### src/rtl/nec_prefetch.sv
// Prefetch producer: fills the 8-byte decoder ring from the 16-bit bus. Bytes count in ipq_len one enabled cycle after bus_done.
// Backpressure: no request while the ring lacks room or block_prefetch is high; bus_req is held until bus_done.
module nec_prefetch #(
    parameter logic [15:0] RESET_PC = 16'h0000
) (
    input  logic             clk,
    input  logic             reset,
    input  logic             ce_1,
    input  logic             ce_2,
    input  logic [15:0]      pc,
    input  logic [15:0]      new_pc,
    input  logic             set_pc,
    input  logic             block_prefetch,
    output logic [3:0]       ipq_len,
    output logic [7:0][7:0]  ipq,
    output logic [15:0]      fetch_pc,
    output logic             bus_req,
    output logic [15:0]      bus_addr,
    input  logic             bus_done,
    input  logic [15:0]      bus_rdata
);
    typedef enum logic [1:0] {S_IDLE, S_REQ, S_DISCARD} state_t;

    state_t          r_state;
    logic [15:0]     r_fetch_pc;
    logic [15:0]     r_bus_addr;
    logic            r_bus_req;
    logic [7:0][7:0] r_ipq;

    logic        w_ce;
    logic [15:0] w_dist;
    logic        w_space_ok;
    logic [2:0]  w_a;
    logic [2:0]  w_a1;

    assign w_ce   = ce_1 | ce_2;
    assign w_dist = r_fetch_pc - pc;
    // Legal distances are 0..8, so the full-width compare matches the 4-bit length rule.
    assign w_space_ok = r_fetch_pc[0] ? (w_dist <= 16'd7) : (w_dist <= 16'd6);
    assign w_a    = r_bus_addr[2:0];
    assign w_a1   = w_a + 3'd1;

    always_ff @(posedge clk) begin
        if (reset) begin
            r_state    <= S_IDLE;
            r_fetch_pc <= RESET_PC;
            r_bus_addr <= 16'h0000;
            r_bus_req  <= 1'b0;
            r_ipq      <= '0;
        end else if (w_ce) begin
            case (r_state)
                S_IDLE: begin
                    if (set_pc) begin
                        r_fetch_pc <= new_pc;
                    end else if (!block_prefetch && w_space_ok) begin
                        r_bus_req  <= 1'b1;
                        r_bus_addr <= r_fetch_pc;
                        r_state    <= S_REQ;
                    end
                end
                S_REQ: begin
                    if (bus_done) begin
                        r_bus_req <= 1'b0;
                        r_state   <= S_IDLE;
                        if (set_pc) begin
                            r_fetch_pc <= new_pc;
                        end else if (r_bus_addr[0]) begin
                            r_ipq[w_a] <= bus_rdata[15:8];
                            r_fetch_pc <= r_bus_addr + 16'd1;
                        end else begin
                            r_ipq[w_a]  <= bus_rdata[7:0];
                            r_ipq[w_a1] <= bus_rdata[15:8];
                            r_fetch_pc  <= r_bus_addr + 16'd2;
                        end
                    end else if (set_pc) begin
                        // The bus cycle cannot be cancelled: keep bus_req and drop its data later.
                        r_fetch_pc <= new_pc;
                        r_state    <= S_DISCARD;
                    end
                end
                S_DISCARD: begin
                    if (set_pc) begin
                        r_fetch_pc <= new_pc;
                    end
                    if (bus_done) begin
                        r_bus_req <= 1'b0;
                        r_state   <= S_IDLE;
                    end
                end
                default: begin
                    r_state <= S_IDLE;
                end
            endcase
        end
    end

    assign ipq_len  = (r_state == S_DISCARD) ? 4'd0 : w_dist[3:0];
    assign ipq      = r_ipq;
    assign fetch_pc = r_fetch_pc;
    assign bus_req  = r_bus_req;
    assign bus_addr = r_bus_addr;
endmodule
### config.mk
export PLATFORM = sky130hd
export DESIGN_NAME = nec_prefetch
export DESIGN_NICKNAME = d
export VERILOG_FILES = /design/src/rtl/nec_prefetch.sv
export SDC_FILE = /design/constraint.sdc
export NUM_CORES = 1
export LEC_CHECK = 0
export BUFFER_PORTS_ARGS = -buffer_cell sky130_fd_sc_hd__buf_4
export CORE_MARGIN = 1
export CORE_UTILIZATION = 47
export DETAILED_ROUTE_END_ITERATION = 10
export GPL_ROUTABILITY_DRIVEN = 0
export PLACE_DENSITY_LB_ADDON = 0.12
export SETUP_SLACK_MARGIN = 0.02
export SYNTH_ARGS = -nofsm -noshare
export SYNTH_HDL_FRONTEND = slang
export SYNTH_SLANG_ARGS = --single-unit
### constraint.sdc
create_clock -name clk -period 2.7 [get_ports clk]
set_input_delay 0.135 -clock clk [delete_from_list [all_inputs] [get_ports clk]]
set_output_delay 0.135 -clock clk [all_outputs]
set_load 0.01 [all_outputs]
==> out/results.ini <==
[run_status]
outcome = finished, violations left
violations = setup timing

[setup_path]
worst_path_max_delay_cell = or4_1
cp_data_arrival_time_ns = 3.17
endpoint = r_state[0]
setup.worst_path.start_class = flop
max_stage_delay_ns = 0.43
end_kind = flop
cp.required_ns = 2.99
rr_startpoint = fetch_pc[0]
cp_max_fo = 4
r2r_end = r_state[0]
path_cells = inv_2 -> ha_4 -> fa_2 -> nand2b_4 -> a21oi_4 -> o211ai_1 -> or4_1 -> a311oi_2 -> and4_4 -> buf_6 -> nand3_2 -> a221oi_2
critical_path_class = flop to flop
worstSetupStartpoint = fetch_pc[0]
rrSetupSlack_ns = -0.18
reg2regPathDepth = 12

[global_routing]
grt_pass1_vias = 5437
grt_max_degree = 43
grt_usage_pct = 28.2
grt_pass1_wl_um = 25600
grt_antenna_before_repair = 0
overflow = 0

[die]
core_um2 = 10800
boundaryPins = 156
rows = 38
die_area_um2 = 11500
die_w_um = 107
die_height_um = 107
initial_core_util_pct = 48.2

[finish]
num_antenna_cells = 0
multi_input_area_um2 = 3090
finalNonFillerCells = 987
drive_gt1_share_pct = 32.0
nets = 925
areaGrowthSynthToFinish_pct = 38.8
seq_area_um2 = 1990
fin_util_pct = 66.9
nFillCells = 904

[logic_synthesis]
synth_area_leaders = dfxtp_1 (38%), nand2_1 (6.7%), ha_1 (6.5%)
ys_async_sr_fraction_pct = 0
synth-edff-count = 0
ys_warn_count = 0
yosysTopAreaCellShare_pct = 38.1
yosys.cell_types.count = 65
avgSynthCellArea_um2 = 8.07
yosysMostFrequentCell = dfxtp_1
ys.flop_type = dfxtp_1
synthTopCellsByCount = dfxtp_1 (99), nand2_1 (93), nor2_1 (83)
yosysTopAreaCell = dfxtp_1
synth_seq_cells = 99
syn_area_um2 = 5200
synthCells = 645
ys_seq_area_share_pct = 38.1
synth_nets = 728

[placed_design]
place_inst = 970
place_ws_ns = -0.324
io_buffers = 155
detailed_place_hpwl_um = 12400

[clocking]
hold_buffers = 0
cts_setup_buffers = 0
clk_latency_ns = 0.37
cts_tree = done
cts.path.max_buffers = 2
cts_root_buf = clkbuf_8
cts_sinks = 99
cts_buffers = 9
clk_pin_slew_ns = 0.09
ctsHtreeMaxLevel = 3

[drt]
vias = 5539
wl_per_cell_um = 16.6
wl_um = 16300
first_iter_violations = 488
first_pass_iters = 6
drc = 0
antenna_left = 0
vias_per_cell = 5.61

[sta]
whs_ns = 0.0356
rsz0062_at_grt = yes
period_needed_ns = 2.88
hold_viol_final = 0
layout_setup_ws_ns = -0.181
slew_headroom_pct = 55.2
max_freq_ghz = 0.347
clock_skew_ns = 0.00942
tightest_slew_ns = 0.670
post-route-period-util_pct = 107
finalMaxSlewViolations = 0
setup_viol = 19

[hold_path]
hp-class = input pin to flop
worstHoldPathCells = 3

[power_and_ir_drop]
peakVddDrop_v = 0.000346
p_total_mw = 3.13
p_per_area_nw_per_um2 = 433
p_leak_nw = 3.14

[run]
maxCapViolCount = 0

cell families (layout without fill, tap and decap cells):
kind of cell             after synthesis  in the layout  synth area share [%]
adder cells (fa/ha/maj)               28             28                  6.88
multiplexers                           4              4                 0.769
buffers and inverters                 58            260                  4.74
flip-flops                            99             99                  38.1
AND/OR/NAND/NOR                      259            259                  22.4
AO/OA/AOI/OAI                        179            179                  24.1
XOR/XNOR                              18             18                  3.03
layout by cell type, fill, tap and decap left out, types with 5 or more instances in the layout:
| cell type | netlist | final |
|---|---|---|
| buf_4 | 2 | 211 |
| dfxtp_1 | 99 | 98 |
| nand2_1 | 93 | 93 |
| nor2_1 | 83 | 82 |
| a21oi_1 | 62 | 56 |
| a22oi_1 | 37 | 37 |
| inv_1 | 29 | 28 |
| ha_1 | 27 | 25 |
| nand3_1 | 27 | 23 |
| and3_1 | 13 | 13 |
| a21bo_2 | 13 | 13 |
| nor3_1 | 11 | 10 |
| clkbuf_8 | 0 | 10 |
| o21ai_0 | 10 | 9 |
| xor2_1 | 10 | 9 |
| xnor2_1 | 8 | 8 |
| a211oi_1 | 7 | 7 |
| a21o_1 | 6 | 6 |
| a2111oi_0 | 7 | 5 |
| nand4_1 | 5 | 5 |
| nand3_2 | 1 | 5 |
| a21oi_2 | 0 | 5 |
per-stage QoR:
stage               cell area [um2]  TNS (ns)
floorplan                      5230   -0.0375
global route                   7220     -4.99
detailed placement             6890     -5.78
global placement               6890     -5.21
finish                         7220     -2.84
CTS                            7170     -2.73
repair_timing:
item | CTS | global route
pin swaps | 3 | 0
setup endpoints to repair | 19 | 19
endpoints found under the hold margin | 0 | 0
gates resized for setup | 11 | 14
gates cloned | 1 | 0
where the power goes:
part,leakage [nW],switching [mW],internal (mW)
sequential,0.801,0.0155,1.48
combinational,2.24,0.349,0.311
clock,0.102,0.521,0.454
total,3.14,0.885,2.24
flip-flops by register name, summed over array words and instances, names as in the netlist:
signal and cells:
ipq 64, bus_addr 16, fetch_pc 16, r_state 2, bus_req 1
critical path: cells and delay by family (launching register included):
family	cells	cell delay (ns)
simple gates	4	1.03
compound gates	4	0.75
fa+ha+maj	2	0.51
flops	1	0.35
buf+inv	2	0.17
worst min-delay path by stage:
stage                             start     endpoint  slack [ns]
after floorplan            bus_rdata[0]       ipq[0]        0.27
after global placement    bus_rdata[15]      ipq[31]        0.41
after detailed placement      new_pc[9]  fetch_pc[9]        0.41
after CTS                     new_pc[9]  fetch_pc[9]        0.02
after global routing       bus_rdata[7]      ipq[55]        0.03
final                         new_pc[9]  fetch_pc[9]        0.04
final cells by class:
class                      count  area share (%)
timing repair buffer         215            23.0
clock inverter                 6           0.901
clock buffer                  10            1.91
multi-input combinational    488            42.8
inverter                      29            1.51
sequential                    99            27.5
tap                          140            2.42
layer usage:
metal	share of wire, %	track usage, %	routed length (um)
met1	41	33.2	6730
met3	6.5	4.98	1060
met4	3.3	14.5	545
met2	49	48.8	8010
met5	0	0	0
(Power assumes the default switching activity.)
